==> src/rtl/mem_pkg.sv <==
`default_nettype none
// ============================================================================
// Module   : mem_pkg
// Brief    : Shared types and constants for the memory arbiter slice.
// Revision : 1.0 - initial release
// ============================================================================
package mem_pkg;

    typedef enum logic [1:0] {
        ST_IDLE  = 2'd0,
        ST_FILL  = 2'd1,
        ST_WRITE = 2'd2
    } arb_state_t;

    localparam logic        SEL_ICACHE       = 1'b0;
    localparam logic        SEL_DCACHE       = 1'b1;
    localparam logic [15:0] BLOCK_MASK       = 16'hFFF0;
    localparam int          DEF_MEM_LATENCY  = 4;
    localparam int          DEF_BLOCK_WORDS  = 8;

endpackage
`default_nettype wire

==> src/rtl/mem_arbiter_if.sv <==
`default_nettype none
// ============================================================================
// Module   : mem_arbiter_if
// Brief    : Cache-miss / write-through / memory bus bundle for mem_arbiter.
// Revision : 1.0 - initial release
// ============================================================================
interface mem_arbiter_if;

    logic        i_req;
    logic [15:0] i_addr;
    logic        d_req;
    logic [15:0] d_addr;
    logic        w_req;
    logic [15:0] w_addr;
    logic [15:0] w_data;
    logic [15:0] mem_addr;
    logic        mem_enable;
    logic        mem_wr;
    logic [15:0] mem_wdata;
    logic [15:0] mem_rdata;
    logic        mem_valid;
    logic        i_stall;
    logic        d_stall;
    logic        w_ack;
    logic        fill_sel;
    logic [2:0]  fill_word;
    logic [15:0] fill_data;
    logic        fill_data_we;
    logic        fill_tag_we;

    // Arbiter side
    modport master (
        input  i_req, i_addr, d_req, d_addr, w_req, w_addr, w_data,
               mem_rdata, mem_valid,
        output mem_addr, mem_enable, mem_wr, mem_wdata, i_stall, d_stall,
               w_ack, fill_sel, fill_word, fill_data, fill_data_we, fill_tag_we
    );

    // Caches and memory side
    modport slave (
        output i_req, i_addr, d_req, d_addr, w_req, w_addr, w_data,
               mem_rdata, mem_valid,
        input  mem_addr, mem_enable, mem_wr, mem_wdata, i_stall, d_stall,
               w_ack, fill_sel, fill_word, fill_data, fill_data_we, fill_tag_we
    );

endinterface
`default_nettype wire

==> src/rtl/mem_arbiter_fill_counter.sv <==
`default_nettype none
// ============================================================================
// Module   : fill_counter
// Brief    : Issue and return word counters for one block fill.
// Revision : 1.0 - initial release
// ============================================================================
module fill_counter
    import mem_pkg::*;
#(
    parameter int BLOCK_WORDS = DEF_BLOCK_WORDS
) (
    input  wire logic       clk,
    input  wire logic       rst,
    input  wire logic       i_clear,
    input  wire logic       i_issue,
    input  wire logic       i_ret,
    output logic [2:0]      o_issue_cnt,
    output logic            o_issue_done,
    output logic [2:0]      o_ret_cnt,
    output logic            o_ret_done,
    output logic            o_ret_last
);

    localparam logic [2:0] c_LAST = 3'(BLOCK_WORDS - 1);

    // Counters saturate at the last word and raise a done flag instead of wrapping
    always_ff @(posedge clk or negedge rst) begin
        if (!rst) begin
            o_issue_cnt  <= 3'd0;
            o_issue_done <= 1'b0;
            o_ret_cnt    <= 3'd0;
            o_ret_done   <= 1'b0;
        end else if (i_clear) begin
            o_issue_cnt  <= 3'd0;
            o_issue_done <= 1'b0;
            o_ret_cnt    <= 3'd0;
            o_ret_done   <= 1'b0;
        end else begin
            if (i_issue && !o_issue_done) begin
                if (o_issue_cnt == c_LAST) o_issue_done <= 1'b1;
                else                       o_issue_cnt  <= o_issue_cnt + 3'd1;
            end
            if (i_ret && !o_ret_done) begin
                if (o_ret_cnt == c_LAST) o_ret_done <= 1'b1;
                else                     o_ret_cnt  <= o_ret_cnt + 3'd1;
            end
        end
    end

    assign o_ret_last = i_ret && !o_ret_done && (o_ret_cnt == c_LAST);

endmodule
`default_nettype wire

==> src/rtl/mem_arbiter.sv <==
`default_nettype none
// ============================================================================
// Module   : mem_arbiter
// Brief    : Shares one memory port between I/D block fills and D write-through.
//            Define ARB_RR_EN for round-robin on simultaneous I/D misses.
// Revision : 1.0 - initial release
// ============================================================================
module mem_arbiter
    import mem_pkg::*;
#(
    parameter int MEM_LATENCY = DEF_MEM_LATENCY,
    parameter int BLOCK_WORDS = DEF_BLOCK_WORDS
) (
    input  wire logic      clk,
    input  wire logic      rst,
    mem_arbiter_if.master  bus
);

    if (MEM_LATENCY < 1 || BLOCK_WORDS < 1 || BLOCK_WORDS > 8) begin : g_param_check
        $error("mem_arbiter: unsupported MEM_LATENCY/BLOCK_WORDS");
    end

    arb_state_t  r_state;
    arb_state_t  w_state_nxt;
    logic [15:0] r_base;
    logic        r_sel;
    logic        w_start_fill;
    logic        w_grant_sel;
    logic        w_in_fill;
    logic        w_writing;
    logic        w_reading;
    logic        w_ret;
    logic        w_fill_we;
    logic        w_tag_we;
    logic [2:0]  w_issue_cnt;
    logic        w_issue_done;
    logic [2:0]  w_ret_cnt;
    logic        w_ret_done;
    logic        w_ret_last;

`ifdef ARB_RR_EN
    logic r_last_sel;

    always_ff @(posedge clk or negedge rst) begin
        if (!rst)              r_last_sel <= SEL_ICACHE;
        else if (w_start_fill) r_last_sel <= w_grant_sel;
    end

    always_comb begin
        w_grant_sel = bus.d_req ? SEL_DCACHE : SEL_ICACHE;
        if (bus.d_req && bus.i_req) w_grant_sel = ~r_last_sel;
    end
`else
    always_comb begin
        w_grant_sel = bus.d_req ? SEL_DCACHE : SEL_ICACHE;
    end
`endif

    always_ff @(posedge clk or negedge rst) begin
        if (!rst) r_state <= ST_IDLE;
        else      r_state <= w_state_nxt;
    end

    // Pending writes always beat misses so write-through never starves
    always_comb begin
        w_state_nxt  = r_state;
        w_start_fill = 1'b0;
        case (r_state)
            ST_IDLE: begin
                if (bus.w_req) begin
                    w_state_nxt = ST_WRITE;
                end else if (bus.d_req || bus.i_req) begin
                    w_state_nxt  = ST_FILL;
                    w_start_fill = 1'b1;
                end
            end
            ST_FILL:  if (w_ret_last) w_state_nxt = ST_IDLE;
            ST_WRITE: w_state_nxt = ST_IDLE;
            default:  w_state_nxt = ST_IDLE;
        endcase
    end

    always_ff @(posedge clk or negedge rst) begin
        if (!rst) begin
            r_base <= 16'h0000;
            r_sel  <= SEL_ICACHE;
        end else if (w_start_fill) begin
            r_base <= (w_grant_sel ? bus.d_addr : bus.i_addr) & BLOCK_MASK;
            r_sel  <= w_grant_sel;
        end
    end

    fill_counter #(
        .BLOCK_WORDS (BLOCK_WORDS)
    ) u_fill_counter (
        .clk          (clk),
        .rst          (rst),
        .i_clear      (w_start_fill),
        .i_issue      (w_in_fill),
        .i_ret        (w_ret),
        .o_issue_cnt  (w_issue_cnt),
        .o_issue_done (w_issue_done),
        .o_ret_cnt    (w_ret_cnt),
        .o_ret_done   (w_ret_done),
        .o_ret_last   (w_ret_last)
    );

    assign w_in_fill = (r_state == ST_FILL);
    assign w_writing = (r_state == ST_WRITE);
    assign w_reading = w_in_fill && !w_issue_done;
    assign w_ret     = w_in_fill && bus.mem_valid;
    assign w_fill_we = w_ret && !w_ret_done;
    assign w_tag_we  = w_ret_last;

    assign bus.mem_enable   = w_writing || w_reading;
    assign bus.mem_wr       = w_writing;
    assign bus.mem_addr     = w_writing ? bus.w_addr :
                              w_reading ? (r_base + {12'd0, w_issue_cnt, 1'b0}) : 16'h0000;
    assign bus.mem_wdata    = w_writing ? bus.w_data : 16'h0000;
    assign bus.w_ack        = w_writing;
    assign bus.fill_sel     = r_sel;
    assign bus.fill_word    = w_fill_we ? w_ret_cnt : 3'd0;
    assign bus.fill_data    = w_fill_we ? bus.mem_rdata : 16'h0000;
    assign bus.fill_data_we = w_fill_we;
    assign bus.fill_tag_we  = w_tag_we;

    // Stalls follow the raw requests, so force them low while reset is held
    assign bus.i_stall = rst && bus.i_req && !(w_tag_we && (r_sel == SEL_ICACHE));
    assign bus.d_stall = rst && ((bus.d_req && !(w_tag_we && (r_sel == SEL_DCACHE)))
                                 || (bus.w_req && !w_writing));

endmodule
`default_nettype wire

==> src/flat_wrapper.sv <==
// flat-port wrapper written by rule: the top's interface ports become plain ports
module mem_arbiter_flat import mem_pkg::*;
#(
    parameter int MEM_LATENCY = DEF_MEM_LATENCY,
    parameter int BLOCK_WORDS = DEF_BLOCK_WORDS
)
  (clk, rst, bus_i_req, bus_i_addr, bus_d_req, bus_d_addr, bus_w_req, bus_w_addr, bus_w_data, bus_mem_rdata, bus_mem_valid, bus_mem_addr, bus_mem_enable, bus_mem_wr, bus_mem_wdata, bus_i_stall, bus_d_stall, bus_w_ack, bus_fill_sel, bus_fill_word, bus_fill_data, bus_fill_data_we, bus_fill_tag_we);
  mem_arbiter_if bus_i ();
  input  wire logic clk;
  input  wire logic rst;
  input wire logic [$bits(bus_i.i_req)-1:0] bus_i_req;
  input wire logic [$bits(bus_i.i_addr)-1:0] bus_i_addr;
  input wire logic [$bits(bus_i.d_req)-1:0] bus_d_req;
  input wire logic [$bits(bus_i.d_addr)-1:0] bus_d_addr;
  input wire logic [$bits(bus_i.w_req)-1:0] bus_w_req;
  input wire logic [$bits(bus_i.w_addr)-1:0] bus_w_addr;
  input wire logic [$bits(bus_i.w_data)-1:0] bus_w_data;
  input wire logic [$bits(bus_i.mem_rdata)-1:0] bus_mem_rdata;
  input wire logic [$bits(bus_i.mem_valid)-1:0] bus_mem_valid;
  output wire logic [$bits(bus_i.mem_addr)-1:0] bus_mem_addr;
  output wire logic [$bits(bus_i.mem_enable)-1:0] bus_mem_enable;
  output wire logic [$bits(bus_i.mem_wr)-1:0] bus_mem_wr;
  output wire logic [$bits(bus_i.mem_wdata)-1:0] bus_mem_wdata;
  output wire logic [$bits(bus_i.i_stall)-1:0] bus_i_stall;
  output wire logic [$bits(bus_i.d_stall)-1:0] bus_d_stall;
  output wire logic [$bits(bus_i.w_ack)-1:0] bus_w_ack;
  output wire logic [$bits(bus_i.fill_sel)-1:0] bus_fill_sel;
  output wire logic [$bits(bus_i.fill_word)-1:0] bus_fill_word;
  output wire logic [$bits(bus_i.fill_data)-1:0] bus_fill_data;
  output wire logic [$bits(bus_i.fill_data_we)-1:0] bus_fill_data_we;
  output wire logic [$bits(bus_i.fill_tag_we)-1:0] bus_fill_tag_we;
  assign bus_i.i_req = bus_i_req;
  assign bus_i.i_addr = bus_i_addr;
  assign bus_i.d_req = bus_d_req;
  assign bus_i.d_addr = bus_d_addr;
  assign bus_i.w_req = bus_w_req;
  assign bus_i.w_addr = bus_w_addr;
  assign bus_i.w_data = bus_w_data;
  assign bus_i.mem_rdata = bus_mem_rdata;
  assign bus_i.mem_valid = bus_mem_valid;
  assign bus_mem_addr = bus_i.mem_addr;
  assign bus_mem_enable = bus_i.mem_enable;
  assign bus_mem_wr = bus_i.mem_wr;
  assign bus_mem_wdata = bus_i.mem_wdata;
  assign bus_i_stall = bus_i.i_stall;
  assign bus_d_stall = bus_i.d_stall;
  assign bus_w_ack = bus_i.w_ack;
  assign bus_fill_sel = bus_i.fill_sel;
  assign bus_fill_word = bus_i.fill_word;
  assign bus_fill_data = bus_i.fill_data;
  assign bus_fill_data_we = bus_i.fill_data_we;
  assign bus_fill_tag_we = bus_i.fill_tag_we;
  mem_arbiter #(.MEM_LATENCY(MEM_LATENCY), .BLOCK_WORDS(BLOCK_WORDS)) u_core (.clk(clk), .rst(rst), .bus(bus_i));
endmodule
==> config.mk <==
export PLATFORM = sky130hd
export DESIGN_NAME = mem_arbiter_flat
export DESIGN_NICKNAME = d
export VERILOG_FILES = /design/src/rtl/mem_pkg.sv /design/src/rtl/mem_arbiter_if.sv /design/src/rtl/mem_arbiter_fill_counter.sv /design/src/rtl/mem_arbiter.sv /design/src/flat_wrapper.sv
export SDC_FILE = /design/constraint.sdc
export NUM_CORES = 1
export LEC_CHECK = 0
export CAP_MARGIN = 20
export CORE_MARGIN = 5
export CORE_UTILIZATION = 34
export CTS_BUF_LIST = sky130_fd_sc_hd__clkbuf_8
export DETAILED_ROUTE_END_ITERATION = 16
export PLACE_DENSITY = 0.92
export SYNTH_ARGS = -nofsm -noshare
export SYNTH_HDL_FRONTEND = slang
export SYNTH_SLANG_ARGS = --single-unit
==> constraint.sdc <==
create_clock -name clk -period 2.8 [get_ports clk]
set_input_delay 0.28 -clock clk [delete_from_list [all_inputs] [get_ports clk]]
set_output_delay 0.28 -clock clk [all_outputs]
set_load 0.03 [all_outputs]
After elaboration in Yosys (flattened, before gate mapping)
Cells that the tools add are included.
{"block": "word_totals", "rom_bits": 0, "memories": 0, "elab_cells": 74, "ram_bits": 0, "regBits": 23, "latch_bits": 0, "input_bits": 86}
{"block": "classes", "multipliers": 0, "order_cmp": 0, "n_bitwise": 1, "mux": 26, "div": 0, "n_eq_ne": 8, "n_shift": 0, "n_reduce_logical": 29, "add_sub_neg": 3}
{"op": "$mux 16", "n": 5}
{"op": "$mux 3", "n": 7}
{"op": "$add 16x4->16", "n": 1}
{"op": "$logic_and 1x1->1", "n": 11}
{"op": "$mux 1", "n": 10}
{"op": "$reduce_and 2->1", "n": 5}
{"op": "$reduce_bool 2->1", "n": 4}
{"op": "$add 3x1->3 const B", "n": 2}
{"op": "$eq 3x3->1 const B", "n": 2}
{"op": "$mux 2", "n": 3}
{"op": "$ne 2x2->1 const B", "n": 3}
{"op": "$logic_not 1->1", "n": 5}
{"op": "$pmux 2 s2", "n": 1}
{"op": "$logic_or 1x1->1", "n": 3}
{"op": "$ne 3x2->1 const B", "n": 1}
{"op": "$eq 2x1->1 const B", "n": 1}
{"op": "$eq 2x2->1 const B", "n": 1}
{"op": "$logic_not 2->1", "n": 1}
{"op": "$not 1->1", "n": 1}

Logic depth before layout (Yosys ltp)
Gate-level depths: netlist (run 1).
{"block": "depth", "depth_word": 9, "depth_mapped": 6, "ltp_nobuf": 5}

Modules after synthesis
From an unflattened synthesis (run 1), not the netlist that was laid out.
{"block": "hier_totals", "cells_unflattened": 159, "area_unflattened_um2": 1700.4}
{"module": "mem_arbiter", "instances": 1, "area_per_inst_um2": 1239.9, "cells_each": 121, "seq_area_each_um2": 375.4}
{"module": "fill_counter", "instances": 1, "area_per_inst_um2": 460.4, "cells_each": 38, "seq_area_each_um2": 200.2}

Least setup slack after synthesis (run 1)
OpenSTA, ideal clock, no wires.
{"block": "synth_path", "kind": "register -> output", "startpoint": "register u_core.u_fill_counter.o_ret_cnt[0]", "endpoint": "output port bus_i_stall", "stages_incl_launch_ff": 5, "n_path_buf": 0, "t_arrival_ns": 1.582, "required_ns": 2.520, "slack_ns": 0.938, "path_cell_list": "dfrtp_1 ha_1 ha_1 and2_1 a21oi_1"}
{"block": "synth_between", "elab_chain_len": 5}
{"element": "start: declaration", "line_no": "mem_arbiter_fill_counter.sv:19", "rtl": "output logic [2:0] o_ret_cnt,"}
{"element": "start signal: assignment", "line_no": "mem_arbiter_fill_counter.sv:45", "rtl": "else o_ret_cnt <= o_ret_cnt + 3'd1;"}
{"element": "$eq 3x3->1", "line_no": "mem_arbiter_fill_counter.sv:50", "rtl": "assign o_ret_last = i_ret && !o_ret_done && (o_ret_cnt == c_LAST);"}
{"element": "$logic_and 1x1->1", "line_no": "mem_arbiter_fill_counter.sv:50"}
{"element": "net bus_fill_tag_we", "line_no": "flat_wrapper.sv:31", "rtl": "output wire logic [$bits(bus_i.fill_tag_we)-1:0] bus_fill_tag_we;"}
{"element": "$logic_and 1x1->1", "line_no": "mem_arbiter.sv:128", "rtl": "assign bus.i_stall = rst && bus.i_req && !(w_tag_we && (r_sel == SEL_ICACHE));"}
{"element": "$logic_not 1->1", "line_no": "mem_arbiter.sv:128"}
{"element": "$logic_and 1x1->1", "line_no": "mem_arbiter.sv:128"}
{"element": "end: declaration", "line_no": "flat_wrapper.sv:24", "rtl": "output wire logic [$bits(bus_i.i_stall)-1:0] bus_i_stall;"}
The timed path passes the listed nets, and every way through them passes these cells.

Worst setup path after layout (run 1)
{"block": "layout_path", "startpoint": "register u_core.r_state[1]", "endpoint": "output port bus_mem_addr[11]"}
{"block": "layout_between", "elab_chain_len": 4, "word_cells_on_any_way": 5, "classes_between": "eq/ne: 2; mux: 2; reduce/logical: 1"}
{"element": "start: declaration", "line_no": "mem_arbiter.sv:23", "rtl": "arb_state_t r_state;"}
{"element": "start signal: assignment", "line_no": "mem_arbiter.sv:61", "rtl": "else r_state <= w_state_nxt;"}
{"element": "$eq 2x1->1", "line_no": "mem_arbiter.sv:108", "rtl": "assign w_in_fill = (r_state == ST_FILL);"}
{"element": "$logic_and 1x1->1", "line_no": "mem_arbiter.sv:110", "rtl": "assign w_reading = w_in_fill && !w_issue_done;"}
{"element": "$mux 16", "line_no": "mem_arbiter.sv:118", "rtl": "w_reading ? (r_base + {12'd0, w_issue_cnt, 1'b0}) : 16'h0000;"}
{"element": "$mux 16 (*)", "line_no": "mem_arbiter.sv:117", "rtl": "assign bus.mem_addr = w_writing ? bus.w_addr :"}
{"element": "end: declaration", "line_no": "flat_wrapper.sv:20", "rtl": "output wire logic [$bits(bus_i.mem_addr)-1:0] bus_mem_addr;"}
Every way passes the cells marked *; elsewhere a longest branch is shown, timed or not.

==> impl_metrics.ini, run 1 <==
[critical_path]
worst-path-buf-inv = 2
cp.arrival_ps = 2240
slowest_delay_ps = 690
cpMaxStageDelayCell = clkdlybuf4s50_1
reg2reg_slack_ps = 1010
cp_data_required_time_ps = 2520
crit_chain = nand2b_1, nor2_2, buf_4, a22o_1, clkdlybuf4s50_1
path_class = register to output port
end_kind = output port
critical-path-top-delay-family = buffers and inverters
cp-start-kind = register
worst-path-max-fanout = 11

[power]
powerDensity_mw_per_mm2 = 856
p_int_mw = 1.41
pwr-share-clk = 0.078
ir_worst_vdd_mv = 0.407
switching_share = 0.456
net-switching-power_mw = 1.18
power_leakage_nw = 1.25
pwr-share-seq = 0.234
pwr-share-comb = 0.688

[layout]
regArea_sq_um = 576
nets = 387
fillerInstances = 377
antenna_cells = 0
multi_input_area_sq_um = 911
post-route-util = 0.654
area_delta_synth_final_pct = 90.2
final_cell_area_sq_mm = 0.00303
drive_gt1_frac = 0.0676

[run_status]
status = finished clean

[logic_synthesis]
yosysTopAreaCellShare = 0.361
synth-edff-count = 0
syn_area_per_cell_sq_um = 9.65
yosysSeqAreaShare = 0.361
synthTopCellsByArea = dfrtp_1 36%, and2_1 15%, a22o_1 11%, mux2i_1 7.5%, a31oi_1 5.1%
syn_nets = 255
synth_cell_types = 26
ys_warn_count = 0
synth_top_area_cell = dfrtp_1
synthTopCellsByCount = 38 x and2_1, 23 x dfrtp_1, 20 x a22o_1
synth_cells = 165
syn_area_sq_mm = 0.00159
async_flop_share = 1.00
yosys_register_bits = 23
synth_flop_cell = dfrtp_1
synth.most_common_cell = and2_1

[timing]
max-slew-margin-rel = 0.530
period_share = 0.900
fmax_mhz = 397
finalWorstPathRequiredPeriod_ps = 2520
worst_clock_skew_ps = 4.23
worst_pin_slew_ps = 702
finalSetupTns_ps = 0
slew_violations = 0
rsz0062_at_grt = false
setup_viol_count_final = 0
finalHoldViolations = 0

[run]
drv_cap = 0

[grt]
grt_pass1_vias = 1766
grt_pass1_wl_um = 8520
grt_overflow = 0
grt_max_degree = 25
grtUsageTotal = 0.172
grt_antenna_before_repair = 0

[placement]
postPlaceCellArea_sq_mm = 0.00298
port_buffers = 136
place.gp.congestion = 0.720
hpwl_um = 4480

[detailed_routing]
m1WireLength_um = 1880
antenna_left = 0
vias_per_cell = 4.97
highest_layer = met4
met3WireLength_um = 361
routedWlPerCell_um = 15.2
firstDrtPassIters = 4
drc = 0
via_count = 1740
drt-total-wl_um = 5310
drt_iter0_markers = 46
wl_met2_um = 2980

[clock_tree]
clock_sinks = 23
cts.repair.resized = 0
clockRootBuffer = clkbuf_8
cts_setup_buffers = 0
cts_tree = done
postCtsHoldBufs = 0
clk_pin_slew_ps = 80
cts_buffer_depth = 2
cts_made_buffers = 3
clk_latency_ps = 260
htreeDepth = 1

[floorplan]
core_sq_mm = 0.00463
start_util = 0.344
die_w_um = 78.4
row_count = 25
ios = 145
die_area_sq_mm = 0.00615
die_h_um = 78.4

[hold_path]
hold_class = primary input to asynchronous set/reset pin
-- state kept, by name (all words and copies together) (netlist names) --
| signal | cells |
|---|---|
| u_core.u_fill_counter.o_ret_cnt | 3 |
| u_core.r_base | 12 |
| u_core.u_fill_counter.o_issue_done | 1 |
| u_core.bus.fill_sel | 1 |
| u_core.u_fill_counter.o_ret_done | 1 |
| u_core.r_state | 2 |
| u_core.u_fill_counter.o_issue_cnt | 3 |
-- kinds of logic after synthesis --
family                   share of synthesized area
AO/OA/AOI/OAI                                0.233
flip-flops                                   0.361
adder cells (fa/ha/maj)                     0.0314
multiplexers                                0.0896
buffers and inverters                       0.0723
AND/OR/NAND/NOR                              0.213
-- worst reg2reg max path: cells and delay by family, from the launching register on --
family,cells,cell delay [ps]
adder cells (fa/ha/maj),2,410
AND/OR/NAND/NOR,1,470
flip-flops,1,410
AO/OA/AOI/OAI,1,90
multiplexers,1,300
-- power by group through the flow --
stage / clock network, mW / logic [mW] / registers, mW
5_1_grt: 0.222 / 1.91 / 0.630
2_1_floorplan: 0 / 1.10 / 0.583
4_1_cts: 0.212 / 1.80 / 0.607
3_3_place_gp: 0 / 1.75 / 0.603
3_5_place_dp: 0 / 1.80 / 0.612
6_report: 0.203 / 1.78 / 0.606
-- metrics by stage --
step                      power [mW]  setup WS (ps)  hold WS, ps  instances
after floorplan                 1.68            938        -15.6        165
after global placement          2.36            455          484        346
after detailed placement        2.41            439          500        346
after CTS                       2.62            222          218        350
after global routing            2.76            108          232        350
final                           2.59            280          227        350
-- cell usage in the layout, fill, tap and decap left out, types with 2 or more instances in the layout --
cell type / synthesis / routed
dfrtp_1: 23 / 23
o21a_1: 3 / 3
ha_1: 4 / 4
clkbuf_8: 0 / 3
mux2_2: 2 / 2
a22o_1: 20 / 20
a31oi_1: 13 / 13
clkdlybuf4s50_1: 0 / 136
or2_1: 2 / 2
buf_4: 3 / 7
and2_1: 38 / 38
inv_1: 4 / 4
a21oi_1: 13 / 13
mux2i_1: 12 / 12
nand2_1: 3 / 3
-- final timing paths --
check,startpoint,to,depth (start not counted)
max in group asynchronous,rst,u_core.r_state[1]$_DFFE_PN0P_,2
hold reg to reg,u_core.u_fill_counter.o_ret_done$_DFFE_PN0P_,u_core.u_fill_counter.o_ret_done$_DFFE_PN0P_,1
setup / recovery,u_core.r_state[1]$_DFFE_PN0P_,bus_mem_addr[11],5
min in group clk,u_core.u_fill_counter.o_ret_done$_DFFE_PN0P_,u_core.u_fill_counter.o_ret_done$_DFFE_PN0P_,1
hold / removal,rst,u_core.u_fill_counter.o_ret_cnt[1]$_DFFE_PN0P_,1
setup reg to reg,u_core.u_fill_counter.o_issue_cnt[0]$_DFFE_PN0P_,u_core.u_fill_counter.o_issue_cnt[0]$_DFFE_PN0P_,5
-- final cells by class --
| type | instances | area share |
|---|---|---|
| inverters | 4 | 0.00496 |
| well taps | 54 | 0.0223 |
| flip-flops and latches | 23 | 0.190 |
| clock buffers | 3 | 0.0136 |
| repair buffers | 143 | 0.467 |
| clock inverters | 1 | 0.00165 |
| multi-input cells | 122 | 0.301 |
-- metal layers --
layer,up-vias,track usage
met5,-,0
met4,0,0.0664
met3,8,0.0241
met2,67,0.342
met1,816,0.178
li1,849,-
No activity file was read; power rests on OpenSTA's default activity.
==> run 2, diff against run 1 <==
--- a/config.mk
+++ b/config.mk
@@ -11,6 +11,7 @@
 export CTS_BUF_LIST = sky130_fd_sc_hd__clkbuf_8
 export DETAILED_ROUTE_END_ITERATION = 16
 export PLACE_DENSITY = 0.92
+export SKIP_LAST_GASP = 1
 export SYNTH_ARGS = -nofsm -noshare
 export SYNTH_HDL_FRONTEND = slang
 export SYNTH_SLANG_ARGS = --single-unit
==> constraint.sdc (replaced) <==
create_clock -name clk -period 2.8 [get_ports clk]
set_input_delay 0.42 -clock clk [delete_from_list [all_inputs] [get_ports clk]]
set_output_delay 0.42 -clock clk [all_outputs]
set_load 0.03 [all_outputs]
==> run 2 against run 1 <==
First-iteration DRC count grew 15%. Die area did not move. Largest power group unchanged. Clock skew fell by 2.4 ps. Clock power is essentially flat. Global-route usage shrank 0.32 points. Highest routed layer unchanged.
==> impl_metrics.ini, run 2 (same netlist as run 1, synthesis figures left out) <==
[layout]
final_cell_area_sq_mm = 0.00302
top_register = u_core.r_base
final_common_cell = clkdlybuf4s50_1
drive_gt1_frac = 0.0678
multi_input_area_sq_um = 916
regArea_sq_um = 576
antenna_cells = 0
area_delta_synth_final_pct = 89.6
fillerInstances = 391
reg_top3 = u_core.r_base (12), u_core.u_fill_counter.o_issue_cnt (3), u_core.u_fill_counter.o_ret_cnt (3)
final_cell_mix = 134 x clkdlybuf4s50_1, 38 x and2_1, 23 x dfrtp_1, 20 x a22o_1
largest_reg_flops = 12
nets = 386

[hold_path]
hold_class = primary input to asynchronous set/reset pin

[placement]
place.gp.congestion = 0.725
postPlaceCellArea_sq_mm = 0.00297
hpwl_um = 4320
port_buffers = 136

[critical_path]
end_kind = output port
worst-path-max-fanout = 24
cp-start-kind = primary input
cp_data_required_time_ps = 2380
cp.arrival_ps = 2220
path_class = primary input to output port

[power]
p_total_mw = 2.58
power_leakage_nw = 1.25
powerDensity_mw_per_mm2 = 854
ir_worst_vdd_mv = 0.406

[detailed_routing]
drt_iter0_markers = 53
vias_per_cell = 4.95
firstDrtPassIters = 4
drc = 0
via_count = 1728
routedWlPerCell_um = 15.0
drt-total-wl_um = 5240
antenna_left = 0

[clock_tree]
cts_setup_buffers = 0
clockRootBuffer = clkbuf_8
clk_latency_ps = 260
cts_made_buffers = 3
postCtsHoldBufs = 0
cts_buffer_depth = 2
clock_sinks = 23
cts_tree = done
htreeDepth = 1
cts.repair.resized = 0
clk_pin_slew_ps = 80

[timing]
finalSetupTns_ps = 0
finalHoldViolations = 0
rsz0062_at_grt = false
finalWorstPathRequiredPeriod_ps = 2640
worst_pin_slew_ps = 704
slew_violations = 0
whs_ps = 387
period_share = 0.941
worst_clock_skew_ps = 1.84
max-slew-margin-rel = 0.529
setup_viol_count_final = 0
fmax_mhz = 379

[grt]
grt_overflow = 0
grt_max_degree = 36
grtUsageTotal = 0.169
grt_pass1_vias = 1757
grt_antenna_before_repair = 0
grt_pass1_wl_um = 8420

[run_status]
status = finished clean

[run]
drv_cap = 0

[floorplan]
core_sq_mm = 0.00463
die_w_um = 78.4
die_h_um = 78.4
ios = 145
start_util = 0.344
row_count = 25
die_area_sq_mm = 0.00615
run 2: cell count changes in the layout (fill, tap and decap cells not counted), sizes merged:
cell / change
buf: +1
inv: +1
clkdlybuf4s50: -2
clkinv: -1
run 2: where the power goes:
part	switching, mW	internal [mW]	leakage [nW]
Sequential	0.130	0.481	0.272
Combinational	0.942	0.827	0.955
Clock	0.102	0.0978	0.0269
Total	1.17	1.41	1.25
run 2: worst max-delay path: stages:
cell and delay [ps]:
clkdlybuf4s50_1 460, and4bb_4 390, and2_1 240, clkdlybuf4s50_1 700
run 2: per-layer routing:
layer / vias up / GRT usage / wire [um]
met3: 9 / 0.0310 / 324
met1: 801 / 0.188 / 1980
met4: 0 / 0.0612 / 99
met2: 66 / 0.316 / 2830
li1: 852 / - / -
met5: - / 0 / 0
run 2: cell type report:
cell class                      count  share of cell area
Timing Repair Buffer              142               0.464
Multi-Input combinational cell    122               0.303
Sequential cell                    23               0.191
Tap cell                           54              0.0224
Clock buffer                        3              0.0137
Inverter                            4             0.00497
Clock inverter                      1             0.00124
run 2: path summary, 6_finish.rpt:
kind,startpoint,to,slack [ps],cells past startpoint
min,rst,u_core.u_fill_counter.o_ret_cnt[1]$_DFFE_PN0P_,390,1
min reg2reg,u_core.u_fill_counter.o_ret_done$_DFFE_PN0P_,u_core.u_fill_counter.o_ret_done$_DFFE_PN0P_,500,1
max in group asynchronous,rst,u_core.r_state[0]$_DFFE_PN0P_,1870,2
max reg2reg,u_core.u_fill_counter.o_issue_cnt[0]$_DFFE_PN0P_,u_core.u_fill_counter.o_issue_cnt[0]$_DFFE_PN0P_,1070,5
max,bus_mem_valid,bus_fill_tag_we,160,4
min in group clk,u_core.u_fill_counter.o_ret_done$_DFFE_PN0P_,u_core.u_fill_counter.o_ret_done$_DFFE_PN0P_,500,1
run 2: stage by stage:
| step | util | instances | setup slack (ps) |
|---|---|---|---|
| 2_1_floorplan | - | 165 | 798 |
| 3_3_place_gp | 0.642 | 345 | 177 |
| 3_5_place_dp | 0.642 | 345 | 165 |
| 4_1_cts | 0.651 | 349 | 68.2 |
| 5_1_grt | 0.652 | 349 | 41.8 |
| 6_report | 0.652 | 349 | 164 |
